## src/rtl/regfile_dump_pkg.sv

```systemverilog
// -----------------------------------------------------------------------------
// regfile_dump_pkg
//   Shared definitions for the register-file dump transmitter.
//   - state_t      : FSM state encoding used by regfile_dump_tx
//   - Def*         : default geometry (8 registers of 8 bits, 16 clk/bit)
//   - NumRegs      : number of registers walked with the default geometry
//   - FrameBits    : serial bits per frame (start + data + stop)
//   - frame_cycles : clk cycles one register occupies, LOAD cycle included
// -----------------------------------------------------------------------------
package regfile_dump_pkg;

    localparam int DefRegBits    = 3;
    localparam int DefWordSize   = 8;
    localparam int DefClksPerBit = 16;

    localparam int NumRegs   = 1 << DefRegBits;
    localparam int FrameBits = DefWordSize + 2;

    typedef enum logic [2:0] {
        IDLE,
        LOAD,
        START,
        DATA,
        STOP
    } state_t;

    function automatic int frame_cycles(input int word_size, input int clks_per_bit);
        return 1 + (word_size + 2) * clks_per_bit;
    endfunction

endpackage

```

## src/rtl/regfile_dump_tx_bit_timer.sv

```systemverilog
// -----------------------------------------------------------------------------
// tx_bit_timer
//   Serial bit-time generator: a down-counter that spans ClksPerBit clk cycles.
//   Ports:
//     clk   - clock
//     reset - synchronous, active-low reset (counter cleared to 0)
//     load  - restart the bit period; the following ClksPerBit cycles form
//             one full bit time
//     tick  - high in the last cycle of each bit time
//   After a tick the counter reloads itself, so consecutive bits follow with
//   no gap and the owner only has to pulse load once per frame.
// -----------------------------------------------------------------------------
module tx_bit_timer #(
    parameter int ClksPerBit = 16
) (
    input  logic clk,
    input  logic reset,
    input  logic load,
    output logic tick
);

    localparam int CntW = (ClksPerBit > 1) ? $clog2(ClksPerBit) : 1;
    localparam logic [CntW-1:0] Reload = CntW'(ClksPerBit - 1);

    logic [CntW-1:0] count;

    // NOTE: sequential state uses non-blocking assignments so every flop
    // samples pre-edge values regardless of block ordering.
    always_ff @(posedge clk) begin
        if (!reset) begin
            count <= '0;
        end else if (load || count == '0) begin
            count <= Reload;
        end else begin
            count <= count - 1'b1;
        end
    end

    assign tick = (count == '0);

endmodule

```

## src/rtl/regfile_dump_tx.sv

```systemverilog
// -----------------------------------------------------------------------------
// regfile_dump_tx
//   Walks every register of a register file through one read port and sends
//   each value as an asynchronous serial frame (start 0, data LSB first,
//   stop 1), lowest register first.
//   Ports:
//     clk    - clock, all state changes on the rising edge
//     reset  - synchronous, active-low reset; aborts a dump in progress
//     start  - request a full dump, only looked at while idle
//     rdreg  - register select to the register-file read port
//     rddata - combinational read data for rdreg
//     txd    - serial line, idles high
//     busy   - high whenever a dump is in progress
//     done   - one-cycle pulse after the last register's stop bit
//   Each register is captured during its own LOAD cycle, so the dump is not an
//   atomic snapshot of the whole file.
// -----------------------------------------------------------------------------
module regfile_dump_tx
    import regfile_dump_pkg::*;
#(
    parameter int RegBits    = DefRegBits,
    parameter int WordSize   = DefWordSize,
    parameter int ClksPerBit = DefClksPerBit
) (
    input  logic                clk,
    input  logic                reset,
    input  logic                start,
    output logic [RegBits-1:0]  rdreg,
    input  logic [WordSize-1:0] rddata,
    output logic                txd,
    output logic                busy,
    output logic                done
);

    localparam int BitW = $clog2(WordSize + 1);
    localparam logic [RegBits-1:0] LastReg = '1;
    localparam logic [BitW-1:0]    LastBit = BitW'(WordSize - 1);

    state_t              state;
    logic [RegBits-1:0]  regidx;
    logic [WordSize-1:0] shifter;
    logic [BitW-1:0]     bit_cnt;
    logic                bit_tick;
    logic                timer_load;

    // The timer is restarted in LOAD so the start bit gets a full bit time.
    assign timer_load = (state == LOAD);

    tx_bit_timer #(
        .ClksPerBit(ClksPerBit)
    ) u_bit_timer (
        .clk  (clk),
        .reset(reset),
        .load (timer_load),
        .tick (bit_tick)
    );

    always_ff @(posedge clk) begin
        if (!reset) begin
            state   <= IDLE;
            regidx  <= '0;
            // NOTE: the shifter is datapath and could skip reset, but it is
            // cleared so a reset leaves the block in one fully known state.
            shifter <= '0;
            bit_cnt <= '0;
            done    <= 1'b0;
        end else begin
            done <= 1'b0;
            case (state)
                IDLE: begin
                    if (start) begin
                        regidx <= '0;
                        state  <= LOAD;
                    end
                end
                LOAD: begin
                    shifter <= rddata;
                    state   <= START;
                end
                START: begin
                    if (bit_tick) begin
                        bit_cnt <= '0;
                        state   <= DATA;
                    end
                end
                DATA: begin
                    if (bit_tick) begin
                        shifter <= shifter >> 1;
                        bit_cnt <= bit_cnt + 1'b1;
                        if (bit_cnt == LastBit) begin
                            state <= STOP;
                        end
                    end
                end
                STOP: begin
                    if (bit_tick) begin
                        if (regidx == LastReg) begin
                            done  <= 1'b1;
                            state <= IDLE;
                        end else begin
                            regidx <= regidx + 1'b1;
                            state  <= LOAD;
                        end
                    end
                end
                default: state <= IDLE;
            endcase
        end
    end

    // NOTE: txd gets a default before the case so no path leaves it
    // unassigned, which would otherwise infer a latch.
    always_comb begin
        txd = 1'b1;
        case (state)
            START:   txd = 1'b0;
            DATA:    txd = shifter[0];
            default: txd = 1'b1;
        endcase
    end

    assign busy  = (state != IDLE);
    assign rdreg = regidx;

endmodule
```

## config.mk

```make
export PLATFORM = sky130hd
export DESIGN_NAME = regfile_dump_tx
export DESIGN_NICKNAME = d
export VERILOG_FILES = /design/src/rtl/regfile_dump_pkg.sv /design/src/rtl/regfile_dump_tx_bit_timer.sv /design/src/rtl/regfile_dump_tx.sv
export SDC_FILE = /design/constraint.sdc
export NUM_CORES = 1
export LEC_CHECK = 0
export ABC_AREA = 1
export BUFFER_PORTS_ARGS = -buffer_cell sky130_fd_sc_hd__buf_4
export CORE_MARGIN = 2
export CORE_UTILIZATION = 50
export CTS_CLUSTER_DIAMETER = 200
export CTS_CLUSTER_SIZE = 24
export DETAILED_ROUTE_END_ITERATION = 8
export MAX_ROUTING_LAYER = met4
export PLACE_DENSITY = 0.78
export SLEW_MARGIN = 20
export SYNTH_ARGS = -nofsm -noshare
export SYNTH_HDL_FRONTEND = slang
export SYNTH_HIERARCHICAL = 1
export SYNTH_SLANG_ARGS = --single-unit
```

## constraint.sdc

```tcl
create_clock -name clk -period 1.6 [get_ports clk]
set_input_delay 0.08 -clock clk [delete_from_list [all_inputs] [get_ports clk]]
set_output_delay 0.08 -clock clk [all_outputs]
set_load 0.01 [all_outputs]
```

==> results.json <==
{
  "status": "finished with violations",
  "violations": "setup timing",
  "worstPathCellList": "inv_2 -> ha_4 -> inv_2 -> or2_1 -> nor2_2 -> inv_2 -> a21oi_4 -> buf_4 -> buf_4 -> o211a_1",
  "ys_seq_area_frac": 0.386,
  "synth-simple-area-share": 0.336,
  "rows": 17,
  "finalSetupViolations": 3,
  "setup_ws_ns": -0.0205,
  "fp.dieW_um": 52.8,
  "core_area_mm2": 0.00223,
  "rsz0062_at_grt": "true",
  "critPathMaxFanout": 5,
  "cts_tree": "yes",
  "ctsRootBufferMaster": "clkbuf_4",
  "muxShareOfSynthArea": 0,
  "n_fill_cell": 190,
  "via_per_inst": 5.07,
  "area.sequential_um2": 463,
  "cp_common_cell": "inv_2",
  "antenna_found_initial": 0,
  "multi_input_comb_area_um2": 731,
  "required_ns": 1.88,
  "portBuffers": 16,
  "slew_headroom": 0.810,
  "synth.area.top_cells": "dfxtp_1 39%, nand2_1 15%, inv_1 6.9%",
  "final_util": 0.703,
  "cp_data_arrival_time_ns": 1.90,
  "track_usage": 0.218,
  "worst_hold_slack_ns": 0.00227,
  "antenna_cells": 0,
  "synth_fa_ha_area_frac": 0.0420,
  "drt_iter0_markers": 26,
  "crit_slowest_cell": "dfxtp_2",
  "synth_compound_area_frac": 0.147,
  "die_area_mm2": 0.00279,
  "fmax_mhz": 617,
  "synth_xor_area_frac": 0,
  "ioPinCount": 17,
  "synth_top_family_by_area": "simple AND/OR/NAND/NOR gates",
  "cts_buffers": 3,
  "fin_setup_tns_ns": -0.0289,
  "wirelength_um": 2800,
  "yosysTopAreaCellShare": 0.386,
  "clk_latency_ns": 0.32,
  "syn-instance-count": 174,
  "area_growth_pct": 31.6,
  "syn_avg_cell_area_um2": 6.85,
  "detail-route-antenna-nets": 0,
  "ys_ff_latch": 23,
  "synth_cell_types": 24,
  "ctsHoldBuffers": 0,
  "initial_core_util": 0.534,
  "ir_worst_vdd_uv": 1090,
  "routedWlPerCell_um": 12.1,
  "max_cap_viol_count": 0,
  "post-route-period-util": 1.01,
  "synth_nets": 189,
  "hpwl_um": 1930,
  "r2r_cells": 10,
  "gp_congestion": 0.921,
  "num_vias": 1177,
  "clockBufferDepth": 2,
  "cts.sinks": 23,
  "leakagePower_nw": 0.726,
  "worst_clock_skew_ns": 0.00507,
  "fp.dieH_um": 52.8,
  "grt_pass1_vias": 1055,
  "p_total_mw": 2.80,
  "worst_path_largest_cell_delay_ns": 0.34,
  "min_period_ns": 1.62,
  "finalNonFillerCells": 232,
  "nets": 220,
  "worst_pin_slew_ns": 0.284,
  "p_per_area_mw_per_mm2": 1790,
  "final_layout_size_suffix_gt1_frac": 0.333,
  "hold_viol": 0,
  "grt_pass1_wl_um": 4420,
  "criticalPathCategory": "flip-flop to flip-flop",
  "grt_max_degree": 20,
  "end_kind": "flip-flop",
  "slew_violations": 0,
  "r2r_slack_ns": -0.02,
  "dr.pass1.iters": 4,
  "critPathLaunchType": "flip-flop",
  "yosys_warnings": 6,
  "cts_max_level": 1,
  "hold_class": "input port to flip-flop",
  "dp_cells": 224,
  "drc": 0,
  "syn-cell-area_mm2": 0.00119,
  "grt_overflow_total": 0,
  "clkTransAtPathRegs_ns": 0.13,
  "whs_path_depth": 3,
  "synth_top_cell_by_area": "dfxtp_1"
}
[stage by stage]
| stage | setup slack, ns | area (um2) |
|---|---|---|
| floorplan | -0.00308 | 1190 |
| global placement | 0.0230 | 1400 |
| detailed placement | -0.0340 | 1400 |
| CTS | -0.0270 | 1480 |
| global route | -0.153 | 1570 |
| finish | -0.0205 | 1570 |
[cell usage after synthesis]
master	number
nand2_1	47
dfxtp_1	23
inv_1	22
nor2_1	21
o21ai_0	14
a21oi_1	13
nand3_1	5
ha_1	4
nand3_2	4
nor3_1	4
inv_2	2
nand2_2	2
nor2_4	2
a21oi_2	1
a21oi_4	1
buf_2	1
buf_4	1
clkbuf_1	1
nand4_1	1
nor2_2	1
nor4_1	1
o211a_1	1
o21ai_1	1
or2_1	1
[power breakdown]
group          total, mW  internal (mW)  switching (mW)
Sequential         0.909          0.759           0.149
Combinational       1.61          0.692           0.921
Clock              0.282         0.0977           0.185
Total               2.80           1.55            1.26
[layer usage]
| layer | part of all wire | vias to the layer above | GRT usage |
|---|---|---|---|
| li1 | - | 616 | - |
| met4 | 0.0082 | 0 | 0.0684 |
| met5 | 0 | - | - |
| met3 | 0.046 | 2 | 0.0343 |
| met2 | 0.50 | 30 | 0.375 |
| met1 | 0.44 | 529 | 0.261 |
[worst max-delay path, delay by kind of cell (launching register included)]
family	cells	cell delay [ns]
adder cells (fa/ha/maj)	1	0.13
flip-flops	1	0.34
AND/OR/NAND/NOR	2	0.35
AO/OA/AOI/OAI	2	0.33
buffers and inverters	5	0.43
[logic make-up after synthesis]
family,count (synthesis)
AOI/OAI and AO/OA,31
adders and majority gates,4
buffers and inverters,27
DFF,23
and+or+nand+nor,89
[area by class of cell]
class,count,share of cell area
repair buffers,29,0.141
flip-flops and latches,23,0.295
multi-input cells,124,0.466
inverters,24,0.0590
well taps,28,0.0223
clock buffers,4,0.0167
[repair_timing]
| item | in CTS | in global routing |
|---|---|---|
| gates resized for setup | 12 | 23 |
| endpoints found under the setup margin | 10 | 19 |
| hold endpoints to repair | 0 | 0 |
| pin swaps | 0 | 9 |
| setup buffers | 3 | 1 |
[layout by cell type (no fill, tap or decap), drive strengths merged]
cell type   n
o21ai      15
nor4        1
ha          4
nand4       1
inv        24
clkbuf      4
a21oi      15
nor2       24
nand2      49
nor3        4
or2         1
dfxtp      23
buf        29
o211a       1
nand3       9
[worst paths after layout]
kind,startpoint,end
hold reg to reg,shifter[4],shifter[4]
hold / removal,rddata[7],shifter[7]
setup reg to reg,u_bit_timer/count[0],shifter[0]
setup / recovery,u_bit_timer/count[0],shifter[0]
[sequential cells by signal (all words and copies together) (netlist names)]
name               cells
shifter                8
rdreg                  3
state                  3
done                   1
bit_cnt                4
u_bit_timer/count      4
No activity file was read; power rests on OpenSTA's default activity.
